`src/rtl/mem_port_arbiter.sv`:
```
// Shares one memory port between fetch (I), data read (R) and data write (W); priority is W > R > I, with a starvation guard for I.
// A grant registers one cycle after the request and needs one IDLE cycle between transactions; a requester holds its req until its ack pulses.
module mem_port_arbiter #(
  parameter int ADDR_W     = 32,
  parameter int DATA_W     = 32,
  parameter int STARVE_LIM = 4
) (
  input  logic              clk,
  input  logic              rst,

  input  logic              i_req,
  input  logic [ADDR_W-1:0] i_addr,
  input  logic [1:0]        i_len,
  input  logic              i_abort,
  output logic              i_ack,
  output logic [DATA_W-1:0] i_rdata,

  input  logic              r_req,
  input  logic [ADDR_W-1:0] r_addr,
  input  logic [1:0]        r_len,
  output logic              r_ack,
  output logic [DATA_W-1:0] r_rdata,

  input  logic              w_req,
  input  logic [ADDR_W-1:0] w_addr,
  input  logic [1:0]        w_len,
  input  logic [DATA_W-1:0] w_data,
  output logic              w_ack,

  output logic              m_re,
  output logic              m_we,
  output logic [ADDR_W-1:0] m_addr,
  output logic [1:0]        m_len,
  output logic [DATA_W-1:0] m_wdata,
  input  logic [DATA_W-1:0] m_din,
  input  logic              m_ack,

  output logic              busy,
  output logic [1:0]        owner
);

  typedef enum logic {S_IDLE, S_BUSY} state_e;

  typedef struct packed {
    logic [ADDR_W-1:0] addr;
    logic [1:0]        len;
    logic [DATA_W-1:0] wdata;
  } cmd_t;

  localparam logic [1:0] OWN_NONE = 2'd0;
  localparam logic [1:0] OWN_I    = 2'd1;
  localparam logic [1:0] OWN_R    = 2'd2;
  localparam logic [1:0] OWN_W    = 2'd3;
  localparam logic [3:0] CNT_LIM  = 4'(STARVE_LIM);

  state_e     state_q;
  logic [1:0] owner_q;
  logic       abort_q;
  logic [3:0] starve_cnt_q, starve_cnt_d;
  logic       m_re_q, m_we_q;
  cmd_t       cmd_q;

  logic       i_elig;
  logic       starved;
  logic [1:0] grant;
  cmd_t       grant_cmd;
  logic       ack_ok;

  // An abort seen in IDLE removes the fetch from this cycle's arbitration.
  always_comb begin
    i_elig  = i_req & ~i_abort;
    starved = (starve_cnt_q == CNT_LIM);
    grant   = OWN_NONE;
    if (state_q == S_IDLE) begin
      if (i_elig && starved) grant = OWN_I;
      else if (w_req)        grant = OWN_W;
      else if (r_req)        grant = OWN_R;
      else if (i_elig)       grant = OWN_I;
    end
  end

  always_comb begin
    grant_cmd = '0;
    case (grant)
      OWN_I:   grant_cmd = '{addr: i_addr, len: i_len, wdata: '0};
      OWN_R:   grant_cmd = '{addr: r_addr, len: r_len, wdata: '0};
      OWN_W:   grant_cmd = '{addr: w_addr, len: w_len, wdata: w_data};
      default: grant_cmd = '0;
    endcase
  end

  // Counts R/W wins while a fetch is waiting; saturates so I keeps top priority until served.
  always_comb begin
    starve_cnt_d = starve_cnt_q;
    if (state_q == S_IDLE) begin
      if (grant == OWN_I || !i_req)
        starve_cnt_d = 4'd0;
      else if ((grant == OWN_R || grant == OWN_W) && starve_cnt_q != CNT_LIM)
        starve_cnt_d = starve_cnt_q + 4'd1;
    end
  end

  always_ff @(posedge clk or posedge rst) begin
    if (rst) begin
      state_q      <= S_IDLE;
      owner_q      <= OWN_NONE;
      abort_q      <= 1'b0;
      starve_cnt_q <= 4'd0;
      m_re_q       <= 1'b0;
      m_we_q       <= 1'b0;
      cmd_q        <= '0;
    end else begin
      starve_cnt_q <= starve_cnt_d;
      case (state_q)
        S_IDLE: begin
          abort_q <= 1'b0;
          if (grant != OWN_NONE) begin
            state_q <= S_BUSY;
            owner_q <= grant;
            m_re_q  <= (grant != OWN_W);
            m_we_q  <= (grant == OWN_W);
            cmd_q   <= grant_cmd;
          end
        end
        S_BUSY: begin
          if (owner_q == OWN_I && i_abort) abort_q <= 1'b1;
          if (m_ack) begin
            state_q <= S_IDLE;
            owner_q <= OWN_NONE;
            m_re_q  <= 1'b0;
            m_we_q  <= 1'b0;
            abort_q <= 1'b0;
          end
        end
        default: state_q <= S_IDLE;
      endcase
    end
  end

  // An abort arriving in the completion cycle itself must also hide the stale fetch.
  assign ack_ok  = (state_q == S_BUSY) & m_ack;
  assign i_ack   = ack_ok & (owner_q == OWN_I) & ~abort_q & ~i_abort;
  assign r_ack   = ack_ok & (owner_q == OWN_R);
  assign w_ack   = ack_ok & (owner_q == OWN_W);
  assign i_rdata = i_ack ? m_din : '0;
  assign r_rdata = r_ack ? m_din : '0;

  assign m_re    = m_re_q;
  assign m_we    = m_we_q;
  assign m_addr  = cmd_q.addr;
  assign m_len   = cmd_q.len;
  assign m_wdata = cmd_q.wdata;
  assign busy    = (state_q == S_BUSY);
  assign owner   = owner_q;

endmodule

```
`config.mk`:
```
export PLATFORM = sky130hd
export DESIGN_NAME = mem_port_arbiter
export DESIGN_NICKNAME = d
export VERILOG_FILES = /design/src/rtl/mem_port_arbiter.sv
export SDC_FILE = /design/constraint.sdc
export NUM_CORES = 1
export LEC_CHECK = 0
export ABC_AREA = 0
export CORE_AREA = 4 4 118 120
export CTS_CLUSTER_DIAMETER = 40
export DETAILED_ROUTE_END_ITERATION = 16
export DIE_AREA = 0 0 122 124
export PLACE_DENSITY = 0.75
export SKIP_CTS_REPAIR_TIMING = 1
export SLEW_MARGIN = 40
export SYNTH_ARGS = -nofsm -noshare
export SYNTH_HDL_FRONTEND = slang
export SYNTH_SLANG_ARGS = --single-unit
```
`constraint.sdc`:
```
create_clock -name clk -period 3.45 [get_ports clk]
set_clock_uncertainty 0.05 [all_clocks]
set_input_delay 0.5175 -clock clk [delete_from_list [all_inputs] [get_ports clk]]
set_output_delay 0.5175 -clock clk [all_outputs]
set_load 0.02 [all_outputs]
```
==> flow_summary.toml, run 1 <==
[floorplanning]
die-height_um = 124
die_x_um = 122
row_count = 42
io_pins = 311
dieArea_mm2 = 0.0151
design.core.area_mm2 = 0.0130
start_util_pct = 30.5

[setup_path]
crit_required_ps = 2880
crit_fanout = 33
worstSetupPathType = "in2out"
crit_path_end_kind = "output port"
arrival_ps = 2630
worstSetupStartpointType = "input pin"

[yosys]
synthCells = 400
yosys.area.top_type = "dfrtp_1"
yosysWarnings = 0
synthDistinctLibCells = 35
syn-cell-area_mm2 = 0.00396
synth_area_leaders = "dfrtp_1 48%, and2_1 10%, a21oi_1 8.8%"
yosys.area.top_type_share_pct = 48.0
seq_area_frac_synth_pct = 48.0
yosys_register_bits = 76
synth.avg_cell_area_um2 = 9.90
syn-num-nets = 575

[routing]
wire_per_inst_um = 18.9
vias_per_cell = 4.98
routed_wl_um = 16600
drc = 0
ant_nets = 0
vias = 4369
drt-initial-drc-count = 256
first_pass_iters = 5

[hold_path]
hp-class = "reg2reg"

[timing]
worst_pin_slew_ps = 788
rsz0062_at_grt = "false"
worst_slack_ps = 252
clock.fmax_ghz = 0.313
finalCritPeriodShare_pct = 92.7
hold_violations = 0
slew_headroom_pct = 47.5
setup_viol = 0
hold_ws_ps = 451
period_minus_slack_ps = 3200
setup-tns-final_ps = 0
drv_slew = 0

[pwr]
ir_drop_uv = 380
p_per_area_mw_per_mm2 = 684
p_leak_nw = 3.01

[place]
place_area_mm2 = 0.00713
place_ws_ps = 258
routabilityCongestion = 0.846
port-buffer-count = 310
dpl.hpwl_um = 13000

[grt]
first_global_vias = 4477
antenna_found_initial = 0
gr-usage-all-layers_pct = 20.7
grt_pass1_wl_um = 24300
grt_max_degree = 64
grt_overflow = 0

[final_layout]
n_antenna_cell = 0
design_area_mm2 = 0.00748
drive_gt1_share_pct = 5.41
syn_to_final_growth_pct = 88.8
fin_nets = 872
finalCoreUtilization_pct = 57.6

[clock_network]
cts.path.max_buffers = 2
clkTransAtPathRegs_ps = 60
cts_made_buffers = 9
cts_max_level = 3
root_buffer = "clkbuf_16"
cts_tree = "yes"
cts_sinks = 76
worstSkewPairLatency_ps = 320

[outcome]
status = "complete, no violations"

[job]
max_cap_violations = 0
stage by stage:
step,std cells,power (mW)
3_3_place_gp,862,3.98
6_report,878,5.12
2_1_floorplan,400,2.75
3_5_place_dp,862,4.05
4_1_cts,878,5.17
5_1_grt,878,5.38
worst paths after layout:
check	start	end	slack [ps]	depth (start not counted)
max	m_ack	i_rdata[16]	250	7
min reg2reg	abort_q	abort_q	450	2
min in group asynchronous	rst	m_wdata[1]	560	2
max in group asynchronous	rst	m_addr[22]	2170	3
min	abort_q	abort_q	450	2
max reg2reg	starve_cnt_q[0]	m_addr[22]	1250	7
routing by layer:
| layer | GRT usage (%) | part of all wire [%] |
|---|---|---|
| met1 | 23.2 | 36 |
| met2 | 37.0 | 52 |
| met3 | 5.81 | 8.9 |
| met4 | 8.54 | 2.8 |
| met5 | 0 | 0 |
kinds of logic after synthesis:
logic type               share of synthesized area, %
AO/OA/AOI/OAI                                    26.4
AND/OR/NAND/NOR                                  17.8
buffers and inverters                            6.92
multiplexers                                    0.253
flip-flops                                       48.0
adder cells (fa/ha/maj)                         0.632
cells in the mapped netlist, drive strengths merged:
| cell type | number |
|---|---|
| o22ai | 1 |
| o21ai | 8 |
| and2 | 65 |
| nand3b | 2 |
| or3 | 1 |
| dfrtp | 76 |
| nor3 | 3 |
| nor2 | 41 |
| clkbuf | 6 |
| nand2 | 6 |
| inv | 8 |
| nand2b | 2 |
| o31ai | 1 |
| and3b | 1 |
| a31o | 1 |
| and2b | 1 |
| nand3 | 3 |
| ha | 2 |
| o221ai | 34 |
| buf | 28 |
| a21o | 1 |
| a31oi | 3 |
| nor3b | 1 |
| a21oi | 71 |
| a22o | 32 |
| o21a | 1 |
| mux2i | 1 |
where the power goes:
part	internal, mW	total (mW)	switching (mW)
logic	1.22	2.53	1.31
clock network	0.726	1.09	0.364
registers	1.26	1.50	0.236
total	3.21	5.12	1.91
placed cells by master (no fill, tap or decap), types with 3 or more instances in the layout:
master / netlist / layout
a22o_1: 32 / 32
a31oi_1: 3 / 3
o221ai_1: 34 / 34
and2_1: 65 / 65
clkbuf_16: 0 / 9
bufinv_16: 0 / 3
clkdlybuf4s50_1: 0 / 308
a21oi_1: 70 / 70
inv_1: 7 / 6
nand2_1: 6 / 6
nor2_1: 40 / 40
o21ai_0: 7 / 7
dfrtp_1: 76 / 75
nand3_1: 3 / 3
buf_4: 1 / 11
critical path, stage by stage:
cell and delay (ps):
clkdlybuf4s50_1 490, nand2_1 100, or3_4 360, nor3_4 110, buf_4 270, and2_1 170, clkdlybuf4s50_1 610
registers in the layout (all words and copies together) (netlist names):
register	count
owner	2
m_addr	32
m_we	1
m_len	2
abort_q	1
starve_cnt_q	4
m_wdata	32
m_re	1
busy	1
layout make-up:
cell class	count	area, um^2
timing repair buffer	320	3190
multi-input combinational	282	1790
tap	176	220
clock buffer	10	239
inverter	8	35.0
fill	1148	5500
clock inverter	6	111
sequential	76	1900
No activity file was read; power rests on OpenSTA's default activity.
==> run 2: changes to the inputs <==
--- a/config.mk
+++ b/config.mk
@@ -6,11 +6,12 @@
 export NUM_CORES = 1
 export LEC_CHECK = 0
 export ABC_AREA = 0
-export CORE_AREA = 4 4 118 120
+export CAP_MARGIN = 40
+export CORE_AREA = 2 2 120 122
 export CTS_CLUSTER_DIAMETER = 40
 export DETAILED_ROUTE_END_ITERATION = 16
 export DIE_AREA = 0 0 122 124
-export PLACE_DENSITY = 0.75
+export PLACE_DENSITY = 0.71
 export SKIP_CTS_REPAIR_TIMING = 1
 export SLEW_MARGIN = 40
 export SYNTH_ARGS = -nofsm -noshare
==> run 2 against run 1 <==
- maximum frequency down 0.39%
- final area down 0.37%
- via count down 3.0%
- count of clock-buffer cells in the layout unchanged
- hold slack worse by 0.53 ps
- sequential power about the same
- sequential share of layout area up 0.077 points
- flip-flop and latch count unchanged
- global-route usage down 1.3 points
- critical endpoint is now i_rdata[29]
- highest routed layer unchanged
==> flow_summary.toml, run 2 (same netlist as run 1, synthesis figures left out) <==
[outcome]
status = "complete, no violations"

[timing]
period_minus_slack_ps = 3210
finalCritPeriodShare_pct = 93.1
clock.fmax_ghz = 0.311
drv_slew = 0
setup-tns-final_ps = 0
setup_viol = 0
hold_ws_ps = 451
slew_headroom_pct = 54.4
worst_slack_ps = 239
worst_pin_slew_ps = 684
rsz0062_at_grt = "false"
hold_violations = 0

[place]
dpl.hpwl_um = 11500
place_ws_ps = 249
place_area_mm2 = 0.00713
routabilityCongestion = 0.843
dp_cells = 866
port-buffer-count = 310

[final_layout]
syn_to_final_growth_pct = 88.1
fin_cells = 882
final_common_cell = "clkdlybuf4s50_1"
finalCoreUtilization_pct = 54.3
layout_common_cells = "310 x clkdlybuf4s50_1, 76 x dfrtp_1, 70 x a21oi_1"
fin_nets = 872
n_antenna_cell = 0
design_area_mm2 = 0.00745
drive_gt1_share_pct = 4.99

[hold_path]
min_from = "m_wdata[0]"
hp-class = "reg2reg"
hold_depth = 1

[clock_network]
cts.path.max_buffers = 2
cts_sinks = 76
cts_made_buffers = 9
root_buffer = "clkbuf_16"
cts_max_level = 3
worstSkewPairLatency_ps = 330
clkTransAtPathRegs_ps = 60
cts_tree = "yes"

[routing]
first_pass_iters = 4
ant_nets = 0
vias = 4240
met1_length_um = 6460
met2WireLength_um = 7300
routed.top_layer = "met4"
vias_per_cell = 4.81
drt-initial-drc-count = 224
wire_per_inst_um = 17.2
drc = 0
routed_wl_um = 15200
route.met3.wl_um = 1210

[pwr]
p_per_area_mw_per_mm2 = 671
finalPower_mw = 5.00
ir_drop_uv = 331
p_leak_nw = 3.00

[setup_path]
crit_required_ps = 2880
crit_path_end_kind = "output port"
worstSetupStartpointType = "input pin"
arrival_ps = 2640
r2r_cells = 7
crit_fanout = 33
worstSetupPathType = "in2out"
r2r-start = "starve_cnt_q[0]"
startpoint = "m_ack"

[floorplanning]
die-height_um = 124
start_util_pct = 28.9
design.core.area_mm2 = 0.0137
row_count = 43
die_x_um = 122
io_pins = 311
dieArea_mm2 = 0.0151

[grt]
antenna_found_initial = 0
first_global_vias = 4253
gr-usage-all-layers_pct = 19.4
grt_max_degree = 77
grt_pass1_wl_um = 22500
grt_overflow = 0

[job]
max_cap_violations = 0
==> run 2: changes by cell type in the layout (fill, tap and decap cells not counted) <==
| cell | previous run | this run |
|---|---|---|
| buf_12 | 1 | 0 |
| dfrtp_1 | 75 | 76 |
| buf_4 | 11 | 9 |
| clkdlybuf4s50_1 | 308 | 310 |
| bufinv_16 | 3 | 2 |
| clkinvlp_4 | 1 | 0 |
| buf_6 | 0 | 1 |
| dfrtp_2 | 1 | 0 |
| clkinv_2 | 1 | 3 |
==> run 2: per-layer routing <==
layer | vias to the layer above | track usage (%)
met5 | - | 0
met4 | 0 | 6.47
met3 | 19 | 4.44
met2 | 188 | 32.3
met1 | 1995 | 25.0
li1 | 2038 | -
==> run 2: report_power, final <==
| group | switching, mW | internal, mW |
|---|---|---|
| clock | 0.367 | 0.653 |
| sequential | 0.233 | 1.26 |
| combinational | 1.28 | 1.21 |
| total | 1.88 | 3.12 |
==> run 2: worst paths after layout <==
check / slack [ps] / to
worst min register to register: 450 / m_wdata[0]
worst max-delay path: 240 / i_rdata[29]
min in group asynchronous: 640 / m_wdata[5]
max in group asynchronous: 2250 / m_addr[15]
worst min-delay path: 450 / m_wdata[0]
worst max register to register: 1370 / m_addr[6]
==> run 2: worst max-delay path, stage by stage <==
cell             delay (ps)
clkdlybuf4s50_1         500
nand2_1                 100
or3_4                   340
nor3_4                  100
buf_4                   280
and2_1                  180
clkdlybuf4s50_1         620
==> run 2: layout make-up <==
cell class	count	area, um^2
clock inverters	6	87.6
repair buffers	320	3180
fillers	1233	6270
multi-input cells	282	1790
well taps	180	225
clock buffers	10	239
inverters	8	31.3
flip-flops and latches	76	1900
==> run 3: changes to the inputs <==
--- a/config.mk
+++ b/config.mk
@@ -7,11 +7,11 @@
 export LEC_CHECK = 0
 export ABC_AREA = 0
 export CAP_MARGIN = 40
-export CORE_AREA = 2 2 120 122
+export CORE_ASPECT_RATIO = 0.5
+export CORE_UTILIZATION = 36
 export CTS_CLUSTER_DIAMETER = 40
 export DETAILED_ROUTE_END_ITERATION = 16
-export DIE_AREA = 0 0 122 124
-export PLACE_DENSITY = 0.71
+export PLACE_DENSITY = 0.86
 export SKIP_CTS_REPAIR_TIMING = 1
 export SLEW_MARGIN = 40
 export SYNTH_ARGS = -nofsm -noshare
==> run 3 against run 2 <==
- routed wire length is 1.4% lower
- register-to-register slack worse by 60 ps
- critical path depth is the same
- hold slack worse by 3.7 ps
- total power is 0.30% lower
- first-iteration DRC count increased by 67%
- flip-flop and latch count unchanged
- final area fell by 0.52%
- largest cell class unchanged
==> flow_summary.toml, run 3 (same netlist as run 1, synthesis figures left out) <==
[pwr]
ir_drop_uv = 392
p_leak_nw = 3.00
p_per_area_mw_per_mm2 = 673
finalPower_mw = 4.99

[clock_network]
root_buffer = "clkbuf_16"
clkTransAtPathRegs_ps = 60
cts_made_buffers = 9
cts.path.max_buffers = 2
cts_tree = "yes"
worstSkewPairLatency_ps = 330
cts_max_level = 3
cts_sinks = 76

[setup_path]
crit_path_end_kind = "output port"
rrSetupSlack_ps = 1310
crit_required_ps = 2880
crit_fanout = 33
cp_common_cell = "clkdlybuf4s50_1"
path_cells = "clkdlybuf4s50_1, nand2_1, or3_4, nor3_4, buf_4, and2_1, clkdlybuf4s50_1"
critPathMaxStageDelay_ps = 610
arrival_ps = 2610
worstSetupStartpointType = "input pin"
worstSetupPathType = "in2out"
cp_slowest_cell = "clkdlybuf4s50_1"

[final_layout]
n_antenna_cell = 0
layout_common_cells = "310 x clkdlybuf4s50_1, 76 x dfrtp_1, 70 x a21oi_1"
final_common_cell = "clkdlybuf4s50_1"
syn_to_final_growth_pct = 87.1
drive_gt1_share_pct = 5.12
fin_nets = 873

[place]
port-buffer-count = 310
dpl.hpwl_um = 11200
routabilityCongestion = 0.892

[timing]
worst_pin_slew_ps = 635
hold_ws_ps = 447
setup_viol = 0
period_minus_slack_ps = 3170
clock.fmax_ghz = 0.315
drv_slew = 0
slew_headroom_pct = 57.6
rsz0062_at_grt = "false"
setup-tns-final_ps = 0
finalCritPeriodShare_pct = 92.0
hold_violations = 0

[floorplanning]
start_util_pct = 37.9
dieArea_mm2 = 0.0115
design.core.area_mm2 = 0.0104
row_count = 26
io_pins = 311
die-height_um = 76.2
die_x_um = 150

[routing]
vias = 4399
routed_wl_um = 15000
ant_nets = 0
drt-initial-drc-count = 373
vias_per_cell = 5.22
drc = 0
wire_per_inst_um = 17.8
first_pass_iters = 5

[grt]
first_global_vias = 4284
grt_max_degree = 57
antenna_found_initial = 0
grt_pass1_wl_um = 23000
gr-usage-all-layers_pct = 26.0
grt_overflow = 0

[outcome]
status = "complete, no violations"

[job]
max_cap_violations = 0

[hold_path]
hp-class = "in2async"
run 3: layer usage:
layer	global-route usage, %	up-vias	part of all wire [%]
met5	0	-	0
met3	5.03	34	6.2
met1	31.8	2122	40
met2	45.3	198	51
li1	-	2045	-
met4	9.60	0	2.6
run 3: per-stage QoR:
stage | util, % | instances | instance area, um^2 | setup WS, ps
floorplan | - | 400 | 3960 | 944
global placement | 67.9 | 826 | 7100 | 336
detailed placement | 67.9 | 826 | 7100 | 264
CTS | 70.8 | 842 | 7400 | 261
global route | 71.0 | 843 | 7410 | 170
finish | 71.0 | 843 | 7410 | 277
run 3: critical path, delay by kind of cell:
kind,cells,cell delay [ps]
and+or+nand+nor,4,720
buffers and inverters,3,1360
run 3: path summary, 6_finish.rpt:
check                                      from         end  cells past startpoint
max in group asynchronous                   rst    owner[0]                      3
worst max-delay path                      m_ack  i_rdata[3]                      7
worst min-delay path                        rst  m_wdata[1]                      2
worst min register to register       m_wdata[8]  m_wdata[8]                      1
min in group clk                     m_wdata[8]  m_wdata[8]                      1
worst max register to register  starve_cnt_q[0]  m_addr[26]                      7
run 3: power breakdown:
group          switching (mW)  internal [mW]  total [mW]
Clock                   0.398          0.569       0.968
Combinational            1.30           1.22        2.52
Sequential              0.235           1.26        1.50
Total                    1.94           3.05        4.99
run 3: final cells by class:
| type | count | area [um^2] |
|---|---|---|
| flip-flops and latches | 76 | 1900 |
| repair buffers | 321 | 3220 |
| inverters | 8 | 30.0 |
| clock inverters | 7 | 77.6 |
| clock buffers | 9 | 225 |
| fillers | 771 | 3030 |
| multi-input cells | 282 | 1790 |
| well taps | 140 | 175 |
